$ cat src/rtl/serial_adder_sched.sv
// Bit-serial add scheduler: sequences one external 1-bit full adder over WIDTH cycles, LSB first.
// Optional signed-overflow output is enabled by defining SERIAL_ADDER_OVF_EN.
module serial_adder_sched #(
    parameter  int WIDTH = 8,
    localparam int CNT_W = $clog2(WIDTH)
) (
    input  logic             clk,
    input  logic             rst_n,
    input  logic             in_valid,
    output logic             in_ready,
    input  logic [WIDTH-1:0] op_a,
    input  logic [WIDTH-1:0] op_b,
    input  logic             cin,
    output logic             fa_a,
    output logic             fa_b,
    output logic             fa_ci,
    input  logic             fa_s,
    input  logic             fa_co,
    output logic             out_valid,
    input  logic             out_ready,
    output logic [WIDTH-1:0] sum,
    output logic             cout,
    output logic             busy,
    output logic             ovf
);

    typedef enum logic [1:0] {
        ST_IDLE = 2'd0,
        ST_RUN  = 2'd1,
        ST_DONE = 2'd2
    } state_t;

    localparam logic [CNT_W-1:0] CNT_LAST = CNT_W'(WIDTH - 1);
    localparam logic [CNT_W-1:0] CNT_ONE  = CNT_W'(1);

    state_t             state_q;
    logic [WIDTH-1:0]   a_sh_q;
    logic [WIDTH-1:0]   b_sh_q;
    logic [WIDTH-1:0]   sum_q;
    logic [CNT_W-1:0]   cnt_q;
    logic               carry_q;
    logic               cout_q;
    logic               in_ready_q;
    logic               out_valid_q;
    logic               busy_q;
    logic               run_s;
    logic [WIDTH-1:0]   sum_d;
    logic [WIDTH-1:0]   a_sh_d;
    logic [WIDTH-1:0]   b_sh_d;
`ifdef SERIAL_ADDER_OVF_EN
    logic               ovf_q;
`endif

    // Adder operand drive: gated so the shared cell sees zeros outside RUN.
    always_comb begin
        run_s  = (state_q == ST_RUN);
        fa_a   = run_s & a_sh_q[0];
        fa_b   = run_s & b_sh_q[0];
        fa_ci  = run_s & carry_q;
        sum_d  = {fa_s, sum_q[WIDTH-1:1]};
        a_sh_d = {1'b0, a_sh_q[WIDTH-1:1]};
        b_sh_d = {1'b0, b_sh_q[WIDTH-1:1]};
    end

    // Scheduler FSM with all handshake/status outputs registered.
    always_ff @(posedge clk or negedge rst_n) begin
        if (!rst_n) begin
            state_q     <= ST_IDLE;
            a_sh_q      <= {WIDTH{1'b0}};
            b_sh_q      <= {WIDTH{1'b0}};
            sum_q       <= {WIDTH{1'b0}};
            cnt_q       <= {CNT_W{1'b0}};
            carry_q     <= 1'b0;
            cout_q      <= 1'b0;
            in_ready_q  <= 1'b1;
            out_valid_q <= 1'b0;
            busy_q      <= 1'b0;
`ifdef SERIAL_ADDER_OVF_EN
            ovf_q       <= 1'b0;
`endif
        end else begin
            case (state_q)
                ST_IDLE: begin
                    if (in_valid && in_ready_q) begin
                        a_sh_q     <= op_a;
                        b_sh_q     <= op_b;
                        carry_q    <= cin;
                        cnt_q      <= {CNT_W{1'b0}};
                        state_q    <= ST_RUN;
                        in_ready_q <= 1'b0;
                        busy_q     <= 1'b1;
                    end else begin
                        in_ready_q <= 1'b1;
                    end
                end
                ST_RUN: begin
                    a_sh_q  <= a_sh_d;
                    b_sh_q  <= b_sh_d;
                    sum_q   <= sum_d;
                    carry_q <= fa_co;
                    cnt_q   <= cnt_q + CNT_ONE;
                    if (cnt_q == CNT_LAST) begin
                        state_q     <= ST_DONE;
                        cout_q      <= fa_co;
                        busy_q      <= 1'b0;
                        out_valid_q <= 1'b1;
`ifdef SERIAL_ADDER_OVF_EN
                        // Carry into the MSB differing from carry out of it flags signed overflow.
                        ovf_q       <= carry_q ^ fa_co;
`endif
                    end else begin
                        state_q <= ST_RUN;
                    end
                end
                ST_DONE: begin
                    if (out_ready) begin
                        state_q     <= ST_IDLE;
                        out_valid_q <= 1'b0;
                        in_ready_q  <= 1'b1;
                    end else begin
                        state_q <= ST_DONE;
                    end
                end
                default: begin
                    state_q     <= ST_IDLE;
                    in_ready_q  <= 1'b1;
                    out_valid_q <= 1'b0;
                    busy_q      <= 1'b0;
                end
            endcase
        end
    end

    assign in_ready  = in_ready_q;
    assign out_valid = out_valid_q;
    assign busy      = busy_q;
    assign sum       = sum_q;
    assign cout      = cout_q;
`ifdef SERIAL_ADDER_OVF_EN
    assign ovf       = ovf_q;
`else
    assign ovf       = 1'b0;
`endif

endmodule

$ cat config.mk
export PLATFORM = sky130hd
export DESIGN_NAME = serial_adder_sched
export DESIGN_NICKNAME = d
export VERILOG_FILES = /design/src/rtl/serial_adder_sched.sv
export SDC_FILE = /design/constraint.sdc
export NUM_CORES = 1
export LEC_CHECK = 0
export BUFFER_PORTS_ARGS = -buffer_cell sky130_fd_sc_hd__buf_2
export CORE_ASPECT_RATIO = 0.8
export CORE_MARGIN = 2
export CORE_UTILIZATION = 56
export CTS_CLUSTER_SIZE = 25
export DETAILED_ROUTE_END_ITERATION = 16
export PLACE_DENSITY_LB_ADDON = 0.25
export SLEW_MARGIN = 20
export SYNTH_ARGS = -nofsm -noshare
export SYNTH_HDL_FRONTEND = slang
export SYNTH_SLANG_ARGS = --single-unit
$ cat constraint.sdc
create_clock -name clk -period 4 [get_ports clk]
set_input_delay 0.2 -clock clk [delete_from_list [all_inputs] [get_ports clk]]
set_output_delay 0.2 -clock clk [all_outputs]
set_load 0.01 [all_outputs]
# ---- Word level (Yosys, flattened, before mapping)
# Cells that the tools add are included.
dict set report classes {
  bitwise_logic 6
  reduce_logical 8
  mux 21
  addsub 1
  n_eq_ne 6
}
# op n
set op_table {}
lappend op_table {{one-hot mux 8 bit (2 select lines)} 2}
lappend op_table {{two-way mux 8 bit} 2}
lappend op_table {{one-hot mux 1 bit (3 select lines)} 3}
lappend op_table {{two-way mux 1 bit} 7}
lappend op_table {{two-way mux 2 bit} 3}
lappend op_table {{one-hot mux 2 bit (3 select lines)} 1}
lappend op_table {{one-hot mux 3 bit (2 select lines)} 1}
lappend op_table {{AND reduction 2 bit} 3}
lappend op_table {{AND reduction 3 bit} 2}
lappend op_table {{inequality test 2 bit, second input constant} 2}
lappend op_table {{adder 3 x 1 -> 3 bit, second input constant} 1}
lappend op_table {{bitwise AND 1 bit} 3}
lappend op_table {{== test 3 bit, second input constant} 1}
lappend op_table {{two-way mux 3 bit} 1}
lappend op_table {{NOT 1 bit} 3}
lappend op_table {{== test 2 x 1 -> 1 bit, second input constant} 1}
lappend op_table {{== test 2 bit, second input constant} 1}
lappend op_table {{logical NOT 2 bit} 1}
lappend op_table {{inequality test 2 x 1 -> 1 bit, second input constant} 1}
lappend op_table {{one-hot mux 1 bit (2 select lines)} 1}
lappend op_table {{nonzero test 2 bit} 1}
lappend op_table {{logical AND 1 bit} 1}
dict set report word_totals {
  ff_bits 34
  inputBits 23
  output_inout_bits 16
}

# ---- Longest topological paths before layout
# Gate-level depths: netlist (run 1).
dict set report depth {
  ltp_word 3
  ltp_mapped 5
}

# ---- Least setup slack after synthesis (run 1)
# Ideal clock, no wire load.
dict set report synth_timing {
  path_type {register to register}
  startpoint {reg in_ready_q (netlist: in_ready)}
  endpoint {reg a_sh_q[0]}
  path_slack_ns 2.460
  arrival_time_ns 1.416
  stages_incl_launch_ff 5
  path_buffers 1
  setup_ns 0.125
  t_required_ns 3.875
  cell_sequence {dfstp_2 -> a21oi_2 -> nor2_2 -> buf_4 -> mux2_2}
}
dict set report synth_via {
  elab_chain_len 3
}
# item line
set synth_lines {}
lappend synth_lines {{start, declared} 43} ;# logic in_ready_q;
lappend synth_lines {{start signal, assigned} 75} ;# in_ready_q <= 1'b1;
lappend synth_lines {{start signal, assigned} 90} ;# in_ready_q <= 1'b0;
lappend synth_lines {{start signal, assigned} 93} ;# in_ready_q <= 1'b1;
lappend synth_lines {{logical AND 1 bit} 84} ;# if (in_valid && in_ready_q) begin
lappend synth_lines {{inequality test 2 bit (no source line)} --}
lappend synth_lines {{AND reduction 2 bit (no source line)} --}
lappend synth_lines {{end signal, assigned} 69} ;# a_sh_q <= {WIDTH{1'b0}};
lappend synth_lines {{end signal, assigned} 85} ;# a_sh_q <= op_a;
lappend synth_lines {{end signal, assigned} 97} ;# a_sh_q <= a_sh_d;
lappend synth_lines {{end, declared} 37} ;# logic [WIDTH-1:0] a_sh_q;
# Every way passes these cells.
# A chain may end at the register's enable or synchronous reset.

# ---- Worst setup path after layout (run 1)
dict set report layout_timing {
  startpoint {reg state_q[0]}
  endpoint {out fa_a}
}
dict set report layout_via {
  elab_chain_len 2
}
# item line
set layout_lines {}
lappend layout_lines {{start, declared} 36} ;# state_t state_q;
lappend layout_lines {{start signal, assigned} 68} ;# state_q <= ST_IDLE;
lappend layout_lines {{start signal, assigned} 89} ;# state_q <= ST_RUN;
lappend layout_lines {{start signal, assigned} 103} ;# state_q <= ST_DONE;
lappend layout_lines {{== test 2 x 1 -> 1 bit} 56} ;# run_s = (state_q == ST_RUN);
lappend layout_lines {{bitwise AND 1 bit} 57} ;# fa_a = run_s & a_sh_q[0];
lappend layout_lines {{end, declared} 14} ;# output logic fa_a,
# Every way passes these cells.

==> results of run 1 <==
==> power groups by stage <==
stage / logic [mW] / clock network (mW) / registers, mW
after CTS: 0.686 / 0.178 / 0.623
after global routing: 0.743 / 0.195 / 0.648
final: 0.674 / 0.171 / 0.623
after global placement: 0.658 / 0 / 0.616
after detailed placement: 0.683 / 0 / 0.631
after floorplan: 0.523 / 0 / 0.621
==> sequential cells by signal (all words and copies together), names as in the netlist <==
register,cells
a_sh_q,8
b_sh_q,8
sum,8
cnt_q,3
state_q,2
busy,1
carry_q,1
cout,1
in_ready,1
out_valid,1
==> worst max-delay path, cell delays in order, from the launching register on <==
cell and delay (ps):
sky130_fd_sc_hd__dfrtp_1 510, sky130_fd_sc_hd__nor2b_2 840, sky130_fd_sc_hd__and2_1 220, sky130_fd_sc_hd__buf_2 130
==> repair_timing <==
action	4_1_cts	5_1_grt
gates resized for setup	0	0
hold buffers	1	0
endpoints found under the hold margin	33	0
==> cells by family after synthesis <==
| family | Yosys count |
|---|---|
| AOI/OAI and AO/OA | 15 |
| muxes | 40 |
| other | 1 |
| DFF | 34 |
| adders and majority gates | 2 |
| buffers and inverters | 8 |
| and+or+nand+nor | 20 |
==> worst paths after layout <==
| path | from | end | slack, ps |
|---|---|---|---|
| setup reg to reg | state_q[0]$_DFFE_PN0P_ | b_sh_q[1]$_DFFE_PN0P_ | 1860 |
| min in group asynchronous | rst_n | busy$_DFFE_PN0P_ | 450 |
| hold / removal | out_ready | out_valid$_DFFE_PN0P_ | 60 |
| hold reg to reg | a_sh_q[2]$_DFFE_PN0P_ | a_sh_q[2]$_DFFE_PN0P_ | 510 |
| max in group asynchronous | rst_n | b_sh_q[7]$_DFFE_PN0P_ | 3090 |
| setup / recovery | state_q[0]$_DFFE_PN0P_ | fa_a | 1760 |
==> area by class of cell <==
class / instances / area (um2)
timing repair buffer: 39 / 203
multi-input combinational: 78 / 666
fill: 225 / 885
sequential: 34 / 852
tap: 38 / 47.5
inverter: 1 / 3.75
clock buffer: 7 / 45.0
==> layer usage <==
| layer | wire (um) | vias to the layer above |
|---|---|---|
| li1 | - | 500 |
| met2 | 1330 | 31 |
| met4 | 43 | 0 |
| met1 | 1170 | 516 |
| met5 | 0 | - |
| met3 | 149 | 5 |
==> cell usage in the layout, fill, tap and decap left out, types with 2 or more instances in the layout <==
master,netlist,routed
sky130_fd_sc_hd__a21oi_1,2,2
sky130_fd_sc_hd__a22oi_1,2,2
sky130_fd_sc_hd__and2_1,3,3
sky130_fd_sc_hd__buf_2,2,37
sky130_fd_sc_hd__clkbuf_1,1,2
sky130_fd_sc_hd__clkbuf_4,0,5
sky130_fd_sc_hd__dfrtp_1,33,33
sky130_fd_sc_hd__ha_1,2,2
sky130_fd_sc_hd__mux2_2,39,39
sky130_fd_sc_hd__nand2_1,9,9
sky130_fd_sc_hd__nor2_1,4,4
sky130_fd_sc_hd__o21ai_0,8,8
==> results.rst, run 1 <==
.. list-table::
   :header-rows: 1

   * - Metric
     - Value
   * - Result of the run
     - finished clean
   * - Hold Violations, Final
     - 0
   * - Fraction of registers with async set or reset after synthesis
     - 100%
   * - Multiplexer fraction of the synthesized cell area
     - 28.8%
   * - Total of max-cap violations
     - 0
   * - Post-Layout Inst Area
     - 0.00182 mm2
   * - DPL Wire Length
     - approximately 2 mm
   * - Drt pass-1 iters
     - 4
   * - WS Path Type
     - flop to primary output
   * - Yosys top cell area share
     - between 50% and 60%
   * - Ranking of synthesized cells by instance count
     - sky130_fd_sc_hd__mux2_2 (39), sky130_fd_sc_hd__dfrtp_1 (33), sky130_fd_sc_hd__nand2_1 (9), sky130_fd_sc_hd__o21ai_0 (8)
   * - Die Span X
     - around 63 um
   * - Most common flop cell mapped by yosys
     - sky130_fd_sc_hd__dfrtp_1
   * - Distinct cell type count of the synthesized netlist
     - 23
   * - Total global routing track utilization
     - between 10% and 20%
   * - Sw power
     - roughly 0.5 mW
   * - Leftover overflow at the end of global routing
     - 0
   * - Via density
     - between 5 and 6
   * - Clock-pin slew on the worst setup and hold paths
     - ~90 ps
   * - CTS H-tree depth
     - 2
   * - Period utilisation layout
     - a little under three fifths
   * - Setup violators final
     - 0
   * - Vias in the first global route
     - 1009
   * - Global-route met1 utilization
     - 21.9%
   * - RSZ-0062 raised after global routing
     - false
   * - Iter 0 DRT Violations
     - 40
   * - Most used standard cell by instance count after synthesis
     - sky130_fd_sc_hd__mux2_2
   * - Top cell type by total area after synthesis
     - sky130_fd_sc_hd__dfrtp_1
   * - Area of the core
     - between 0.002 and 0.003 mm2
   * - Final antenna diode count
     - 0
   * - Die outline area
     - ~0.0032 mm2
   * - Power, Total
     - ~1.5 mW
   * - Worst reg2reg path depth
     - 3
   * - Static leakage
     - around 0.86 nW
   * - Wirelength per Cell
     - 13.7 um
   * - Initial core utilization
     - between 50% and 60%
   * - Switch share
     - 34.0%
   * - DP Area
     - 0.00176 mm2
   * - CP Data Arrival Time
     - 2040 ps
   * - Critical path capture point type
     - primary output
   * - Remaining DRCs
     - 0
   * - CTS root buffer
     - sky130_fd_sc_hd__clkbuf_4
   * - Final TNS setup
     - 0 ps
   * - Combinational Power Share
     - between 40% and 50%
   * - Height of the die
     - 51.3 um
   * - Total via count in the routed design
     - between 1000 and 1500
   * - Synthesis-stage register bit count
     - 34
   * - Arithmetic-cell share of the synthesized area counting full adders, half adders and majority gates
     - 1.60%
   * - Post-synthesis sequential area ratio
     - a little over half
   * - Syn nets
     - around 150
   * - Post-Synth XOR/XNOR Area
     - 0%
   * - Number of sinks on the clock net
     - 34
   * - Met3 Usage GRT
     - under 10%
   * - Syn. warnings
     - 0
   * - Actual transition at the worst max-transition pin
     - between 900 and 1000 ps
   * - TritonCTS clock tree
     - done
   * - Simple logic cell fraction of the synthesized area
     - 6.08%
   * - # nets final
     - ~180
   * - Final design utilization
     - between 60% and 70%
   * - Number of enable-type register cells in the synthesized netlist
     - 0
   * - Design internal power
     - 0.970 mW
   * - Number of CTS-inserted buffers
     - 5
   * - Io pins
     - 39
   * - Clock network fraction of total power
     - between 10% and 20%
   * - Syn avg cell area
     - around 13 um2
   * - Overall routed net length
     - approximately 2.7 mm
   * - Synthesized-area fraction occupied by ao, oa, aoi and oai cells
     - 5.68%
   * - Wire length of the first global-routing pass
     - between 4 and 5 mm
   * - Min-Delay Path Depth
     - 2
   * - Data required, critical path
     - ~3800 ps
   * - Count of buffers inserted at the top-level ports
     - 37
   * - Worst Slack Setup Final
     - roughly 1800 ps
   * - Final GP Congestion
     - between 0.7 and 0.8
   * - Placed Instances
     - 189
   * - Worst voltage drop across the vdd grid
     - 0.449 mV
   * - Routing usage on met2
     - 31.6%
   * - Core Rows
     - 17
   * - Maximum achievable frequency
     - 0.447 GHz
   * - Largest family of logic cells by synthesized area
     - multiplexers
   * - Post-place setup slack
     - between 1500 and 2000 ps
   * - Antenna violations before repair
     - 0
   * - Max-slew violation total from the final report
     - 0
   * - Leading post-synthesis cells by cell area
     - sky130_fd_sc_hd__dfrtp_1 (53%), sky130_fd_sc_hd__mux2_2 (28%), sky130_fd_sc_hd__o21ai_0 (2.6%)
   * - Cell count after synthesis
     - 120
   * - Maximum number of pins on one net before global-route repair
     - 35
   * - Post-route non-filler standard cell count
     - between 150 and 200
   * - Worst min-delay path category
     - primary input to flop
   * - Most Crowded Layer GR
     - met2
   * - Part of the total power dissipated in sequential elements
     - 42.4%
   * - Total power density per cell area
     - around 810 mW/mm2
   * - Remaining number of nets flagged by the antenna check after routing
     - 0
   * - Max Root-Sink Buffers
     - 2
   * - Max_slew headroom
     - between 30% and 40%
   * - Combined area of all synthesized cells
     - 0.00156 mm2
   * - Largest clock skew in the final design
     - 3.17 ps
   * - Crit-path max FO
     - 23
   * - Area growth, synth to finish
     - 16.3%
   * - CP Launch Type
     - flop
   * - Shortest clock period the worst path allows after layout
     - around 2200 ps
   * - Worst-case hold slack
     - 61.3 ps
   * - Number of buffers inserted by post-CTS setup repair
     - 0
   * - Worst-Skew Late Latency
     - ~330 ps
   * - Share of layout cells above drive strength 1
     - 54.1%
No activity file was read; power rests on OpenSTA's default activity.
==> inputs of run 2 (changes only) <==
CORE_UTILIZATION = 52   (was 56)
clock period = 2.3 ns   (was 4 ns; I/O delays follow)
==> run 2 against run 1 <==
  * Core utilization rose by 0.44 points
  * Wire length rose by 1.8%
  * Largest cell class unchanged
  * Power rose by 93%
  * Critical path type is now flop to flop
  * Non-clock buffer count rose by 2
  * Setup slack got worse by 1300 ps
  * Critical path depth rose by 1
  * Sequential cell count did not move
  * Sequential share of layout area fell by 2.1 points
  * Clock-buffer cell count fell by 2
  * Final area rose by 4.6%
  * Sequential power rose by 72%
  * Clock skew rose by 3.3 ps
==> results.rst, run 2 (same netlist as run 1, synthesis figures left out) <==
.. list-table::
   :header-rows: 1

   * - Metric
     - Value
   * - Crit-path max FO
     - 30 (+30%)
   * - Number of CTS-inserted buffers
     - 5 (unchanged)
   * - Endpoint with the worst hold slack
     - out_valid$_DFFE_PN0P_
   * - Post-route non-filler standard cell count
     - 200 (+1.5%)
   * - Final antenna diode count
     - 0 (unchanged)
   * - Die outline area
     - 0.00346 mm2 (+7.1%)
   * - Placed Instances
     - 191 (+1.1%)
   * - Initial core utilization
     - 55.7% (-2.2 points)
   * - Final design utilization
     - 67.7% (+0.44 points)
   * - Storage cell area
     - 852 um2 (unchanged)
   * - Setup violators final
     - 0 (unchanged)
   * - Max-slew violation total from the final report
     - 0 (unchanged)
   * - Number of sinks on the clock net
     - 34 (unchanged)
   * - Total power density per cell area
     - 1490 mW/mm2 (+84%)
   * - Wire length of the first global-routing pass
     - 4.57 mm (+2.0%)
   * - Io pins
     - 39 (unchanged)
   * - Remaining DRCs
     - 0 (unchanged)
   * - CP Data Arrival Time
     - 1960 ps (-80 ps)
   * - Data required, critical path
     - 2460 ps (-1340 ps)
   * - Share of layout cells above drive strength 1
     - 56.2% (+2.1 points)
   * - Post-place setup slack
     - 507 ps (-1370 ps)
   * - TritonCTS clock tree
     - done
   * - RSZ-0062 raised after global routing
     - false
   * - DPL Wire Length
     - 1.97 mm (+1.2%)
   * - # nets final
     - 186 (+1.1%)
   * - Maximum number of pins on one net before global-route repair
     - 35 (unchanged)
   * - Core Rows
     - 17 (unchanged)
   * - Min-Delay Path Depth
     - 2 (unchanged)
   * - Hold wc startpoint
     - out_ready
   * - Post-Layout Inst Area
     - 0.00190 mm2 (+4.6%)
   * - CP Launch Type
     - flop
   * - Hold Violations, Final
     - 0 (unchanged)
   * - Worst Slack Setup Final
     - 493 ps (-1270 ps)
   * - Total via count in the routed design
     - 1037 (-1.4%)
   * - Worst min-delay path category
     - primary input to flop
   * - Final GP Congestion
     - 0.760 (-2.2%)
   * - Reg2reg end
     - b_sh_q[3]$_DFFE_PN0P_
   * - Worst R2R Setup Slack
     - 490 ps (-1370 ps)
   * - Final TNS setup
     - 0 ps (unchanged)
   * - Remaining number of nets flagged by the antenna check after routing
     - 0 (unchanged)
   * - Critical register-to-register path startpoint
     - state_q[0]$_DFFE_PN0P_
   * - Worst voltage drop across the vdd grid
     - 0.775 mV (+72%)
   * - Critical path capture point type
     - flop
   * - Shortest clock period the worst path allows after layout
     - around 1800 ps
   * - Vias in the first global route
     - 1045 (+3.6%)
   * - WS Path Type
     - flop to flop
   * - Max Root-Sink Buffers
     - 2 (unchanged)
   * - CTS root buffer
     - sky130_fd_sc_hd__clkbuf_8
   * - Result of the run
     - finished clean
   * - Most common cell after layout, fill and taps aside
     - sky130_fd_sc_hd__mux2_2
   * - Via density
     - 5.19 (-2.9%)
   * - Overall routed net length
     - 2.74 mm (+1.8%)
   * - Die Span X
     - 65.3 um (+3.5%)
   * - Leftover overflow at the end of global routing
     - 0 (unchanged)
   * - Maximum achievable frequency
     - between 0.5 and 0.6 GHz
   * - Max_slew headroom
     - 51.3% (+16 points)
   * - Most frequent cells in the layout
     - sky130_fd_sc_hd__mux2_2 (39), sky130_fd_sc_hd__buf_2 (37), sky130_fd_sc_hd__dfrtp_1 (33), sky130_fd_sc_hd__nand2_1 (9), sky130_fd_sc_hd__o21ai_0 (8)
   * - Number of gates resized after CTS
     - 0 (unchanged)
   * - CTS H-tree depth
     - 2 (unchanged)
   * - Clock-pin slew on the worst setup and hold paths
     - 70 ps (-20 ps)
   * - Area of the core
     - 0.00281 mm2 (+3.9%)
   * - Timing startpoint of the critical path
     - state_q[0]$_DFFE_PN0P_
   * - Total global routing track utilization
     - 17.8% (-1.3 points)
   * - Count of buffers inserted at the top-level ports
     - 37 (unchanged)
   * - Total of max-cap violations
     - 0 (unchanged)
   * - Antenna violations before repair
     - 0 (unchanged)
   * - Period utilisation layout
     - between 70 and 80%
   * - Multi-input gate area
     - 666 um2 (unchanged)
   * - Iter 0 DRT Violations
     - 32 (-20%)
   * - Wirelength per Cell
     - 13.7 um (+0.26%)
   * - Largest clock skew in the final design
     - 6.43 ps (+3.26 ps)
   * - Worst reg2reg path depth
     - 4 (+1)
   * - Worst-Skew Late Latency
     - 280 ps (-50 ps)
   * - Area growth, synth to finish
     - 21.6%
   * - DP Area
     - 0.00178 mm2 (+0.85%)
   * - Actual transition at the worst max-transition pin
     - 731 ps (-234 ps)
   * - Height of the die
     - 53.0 um (+3.5%)
   * - Drt pass-1 iters
     - 5 (+1)
   * - Number of fill cells
     - 234 (+4.0%)
   * - Static leakage
     - 0.898 nW (+4.0%)
## run 2: cell count changes in the layout (fill, tap and decap cells not counted), sizes merged
| cell | before | now |
|---|---|---|
| buf | 38 | 40 |
| clkbuf | 7 | 5 |
| clkinvlp | 0 | 2 |
| bufinv | 0 | 1 |
## run 2: final cells by class
type                       instances  area share [%]
timing repair buffer              41            11.5
tap                               38            2.50
clock inverter                     3            2.37
sequential                        34            44.8
clock buffer                       5            3.62
inverter                           1           0.197
multi-input combinational         78            35.0
## run 2: stage by stage
step,power [mW],hold WS [ps]
global route,3.03,21.8
detailed placement,2.31,219
finish,2.83,24.1
floorplan,1.99,-181
CTS,2.86,15.3
global placement,2.23,211
## run 2: worst max-delay path by stage
stage                                       end  slack (ps)  cells past startpoint
after floorplan           a_sh_q[0]$_DFFE_PN0P_         760                      4
after global placement    a_sh_q[5]$_DFFE_PN0P_         570                      4
after detailed placement  b_sh_q[3]$_DFFE_PN0P_         510                      4
after CTS                 b_sh_q[3]$_DFFE_PN0P_         500                      4
after global routing      b_sh_q[3]$_DFFE_PN0P_         410                      4
final                     b_sh_q[3]$_DFFE_PN0P_         490                      4
## run 2: worst max-delay path: stages (launching register included)
cell and delay [ps]:
sky130_fd_sc_hd__dfrtp_1 520, sky130_fd_sc_hd__nor2b_2 200, sky130_fd_sc_hd__buf_4 320, sky130_fd_sc_hd__mux2_2 380, sky130_fd_sc_hd__mux2_2 260
## run 2: what timing repair did
| action | 4_1_cts | 5_1_grt |
|---|---|---|
| hold buffers | 1 | 0 |
| buffers inserted | 0 | 0 |
| hold endpoints to repair | 33 | 0 |
## run 2: power by group
part	switching [mW]	internal (mW)	leakage, nW	total (mW)
combinational	0.524	0.698	0.440	1.22
clock	0.211	0.322	0.0504	0.533
sequential	0.176	0.895	0.408	1.07
## run 2: layer usage
metal	routed length (um)	vias up	global-route usage (%)
met5	0	-	0
met4	16	0	5.21
met3	114	2	4.47
met2	1400	20	31.0
met1	1210	513	22.1
li1	-	502	-
==> inputs of run 3 (changes only) <==
clock period = 1.8 ns   (was 2.3 ns; I/O delays follow)
==> run 3 against run 2 <==
  * Sequential cell count did not move
  * Power rose by 25%
  * Final area fell by 0.53%
  * Final cell count rose by 0.50%
  * Wire length rose by 6.1%
  * Sequential share of layout area rose by 0.24 points
  * Non-clock buffer count rose by 2
  * Sequential power rose by 26%
  * Clock-buffer cell count rose by 2
==> results.rst, run 3 (same netlist as run 1, synthesis figures left out) <==
.. list-table::
   :header-rows: 1

   * - Metric
     - Value
   * - Result of the run
     - finished clean
   * - Timing startpoint of the critical path
     - state_q[1]$_DFFE_PN0P_
   * - Number of buffers inserted by post-CTS setup repair
     - 0 (unchanged)
   * - Maximum achievable frequency
     - 0.628 GHz (+13%)
   * - Actual transition at the worst max-transition pin
     - 744 ps (+12.6 ps)
   * - Final antenna diode count
     - 0 (unchanged)
   * - Worst min-delay path category
     - primary input to flop
   * - Worst R2R Setup Slack
     - 210 ps (-290 ps)
   * - Hold Violations, Final
     - 0 (unchanged)
   * - Io pins
     - 39 (unchanged)
   * - Worst-case hold slack
     - 13.3 ps (-10.8 ps)
   * - Shortest clock period the worst path allows after layout
     - 1590 ps (-215 ps)
   * - TritonCTS clock tree
     - done
   * - Share of layout cells above drive strength 1
     - 55.2% (-0.96 points)
   * - Maximum number of pins on one net before global-route repair
     - 35 (unchanged)
   * - Worst reg2reg path depth
     - 4 (unchanged)
   * - Number of sinks on the clock net
     - 34 (unchanged)
   * - Max_slew headroom
     - 50.4% (-0.84 points)
   * - Antenna violations before repair
     - 0 (unchanged)
   * - Remaining number of nets flagged by the antenna check after routing
     - 0 (unchanged)
   * - Area growth, synth to finish
     - 21.0%
   * - CTS root buffer
     - sky130_fd_sc_hd__clkbuf_8
   * - Core Rows
     - 17 (unchanged)
   * - RSZ-0062 raised after global routing
     - false
   * - WS Path Type
     - flop to flop
   * - Max-slew violation total from the final report
     - 0 (unchanged)
   * - Via density
     - 5.18 (-0.11%)
   * - Clock-pin slew on the worst setup and hold paths
     - 60 ps (about the same)
   * - Static leakage
     - 0.900 nW (+0.24%)
   * - Total global routing track utilization
     - 19.2% (+1.4 points)
   * - Final TNS setup
     - 0 ps (unchanged)
   * - DP Area
     - 0.00180 mm2 (+1.5%)
   * - Part of the total power dissipated in sequential elements
     - 38.4% (+0.5 points)
   * - # nets final
     - 188 (+1.1%)
   * - Die Span X
     - 65.3 um (unchanged)
   * - Worst-Skew Late Latency
     - 280 ps (about the same)
   * - Total via count in the routed design
     - 1041 (+0.39%)
   * - Die outline area
     - 0.00346 mm2 (unchanged)
   * - Overall routed net length
     - 2.91 mm (+6.1%)
   * - Leftover overflow at the end of global routing
     - 0 (unchanged)
   * - Count of buffers inserted at the top-level ports
     - 37 (unchanged)
   * - Most frequent cells in the layout
     - sky130_fd_sc_hd__mux2_2 (39), sky130_fd_sc_hd__buf_2 (37), sky130_fd_sc_hd__dfrtp_1 (33), sky130_fd_sc_hd__nand2_1 (9), sky130_fd_sc_hd__o21ai_0 (8)
   * - Data required, critical path
     - 1970 ps (-490 ps)
   * - Vias in the first global route
     - 1066 (+2.0%)
   * - Height of the die
     - 53.0 um (unchanged)
   * - Area of the core
     - 0.00281 mm2 (unchanged)
   * - Largest clock skew in the final design
     - 4.83 ps (-1.60 ps)
   * - Final GP Congestion
     - 0.721 (-5.1%)
   * - Iter 0 DRT Violations
     - 16 (-50%)
   * - Setup violators final
     - 0 (unchanged)
   * - Clock network fraction of total power
     - 14.2% (-4.7 points)
   * - Total power density per cell area
     - 1860 mW/mm2 (+25%)
   * - Initial core utilization
     - 55.7% (unchanged)
   * - Number of fill cells
     - 227 (-3.0%)
   * - Max Root-Sink Buffers
     - 2 (unchanged)
   * - Switch share
     - 33.0% (+0.71 points)
   * - Sw power
     - 1.16 mW (+27%)
   * - CP Launch Type
     - flop
   * - Wire length of the first global-routing pass
     - 4.77 mm (+4.4%)
   * - CP Data Arrival Time
     - 1760 ps (-200 ps)
   * - Power, Total
     - 3.53 mW (+25%)
   * - DPL Wire Length
     - 2.14 mm (+8.7%)
   * - Reg2reg end
     - b_sh_q[3]$_DFFE_PN0P_
   * - Design internal power
     - 2.36 mW (+23%)
   * - Wirelength per Cell
     - 14.5 um (+5.6%)
   * - Drt pass-1 iters
     - 4 (-1)
   * - Crit-path max FO
     - 27 (-10%)
   * - Most common cell after layout, fill and taps aside
     - sky130_fd_sc_hd__mux2_2
   * - CTS H-tree depth
     - 2 (unchanged)
   * - Combinational Power Share
     - 47.4% (+4.2 points)
   * - Remaining DRCs
     - 0 (unchanged)
   * - Critical register-to-register path startpoint
     - state_q[1]$_DFFE_PN0P_
   * - Period utilisation layout
     - 88.5% (+9.9 points)
   * - Critical path capture point type
     - flop
   * - Post-Layout Inst Area
     - 0.00189 mm2 (-0.53%)
   * - Total of max-cap violations
     - 0 (unchanged)
   * - Number of CTS-inserted buffers
     - 5 (unchanged)
   * - Critical path endpoint
     - b_sh_q[3]$_DFFE_PN0P_
   * - Worst voltage drop across the vdd grid
     - 1.12 mV (+44%)
[run 3: worst min-delay path by stage]
stage          depth (start not counted)  startpoint                    end
6_report                               2   out_ready  out_valid$_DFFE_PN0P_
3_3_place_gp                           1       rst_n     sum[7]$_DFFE_PN0N_
2_1_floorplan                          0       rst_n  a_sh_q[0]$_DFFE_PN0P_
4_1_cts                                2   out_ready  out_valid$_DFFE_PN0P_
3_5_place_dp                           1       rst_n     sum[3]$_DFFE_PN0N_
5_1_grt                                2   out_ready  out_valid$_DFFE_PN0P_
[run 3: area by class of cell]
cell class,instances,area (um2),area share [%]
sequential,34,852,45.1
multi-input combinational,78,666,35.2
timing repair buffer,43,245,13.0
clock buffer,7,76.3,4.04
tap,38,47.5,2.51
inverter,1,3.75,0.199
[run 3: critical path, stage by stage, from the launching register on]
cell and delay (ps):
sky130_fd_sc_hd__dfrtp_1 390, sky130_fd_sc_hd__nor2b_2 250, sky130_fd_sc_hd__buf_12 220, sky130_fd_sc_hd__mux2_2 360, sky130_fd_sc_hd__mux2_2 260
[run 3: power by group through the flow]
stage	registers [mW]	logic (mW)	clock network, mW
6_report	1.35	1.67	0.501
5_1_grt	1.40	1.83	0.557
4_1_cts	1.36	1.70	0.518
3_5_place_dp	1.37	1.69	0
3_3_place_gp	1.34	1.59	0
2_1_floorplan	1.38	1.16	0
[run 3: stage by stage]
stage	std cells	worst slack [ps]	util, %
2_1_floorplan	120	260	-
6_report	201	208	67.3
4_1_cts	201	200	67.3
3_5_place_dp	193	209	64.3
3_3_place_gp	193	273	64.3
5_1_grt	201	142	67.3
[run 3: routing by layer]
layer,GRT usage [%],up-vias,share of wire [%]
li1,-,503,-
met5,0,-,0
met3,6.38,5,4.4
met4,6.25,0,1.2
met1,22.1,511,42
met2,34.0,22,52
[run 3: repair_timing]
action / 4_1_cts / 5_1_grt
gates resized for setup: 0 / 0
hold buffers: 1 / 0
hold endpoints to repair: 33 / 0
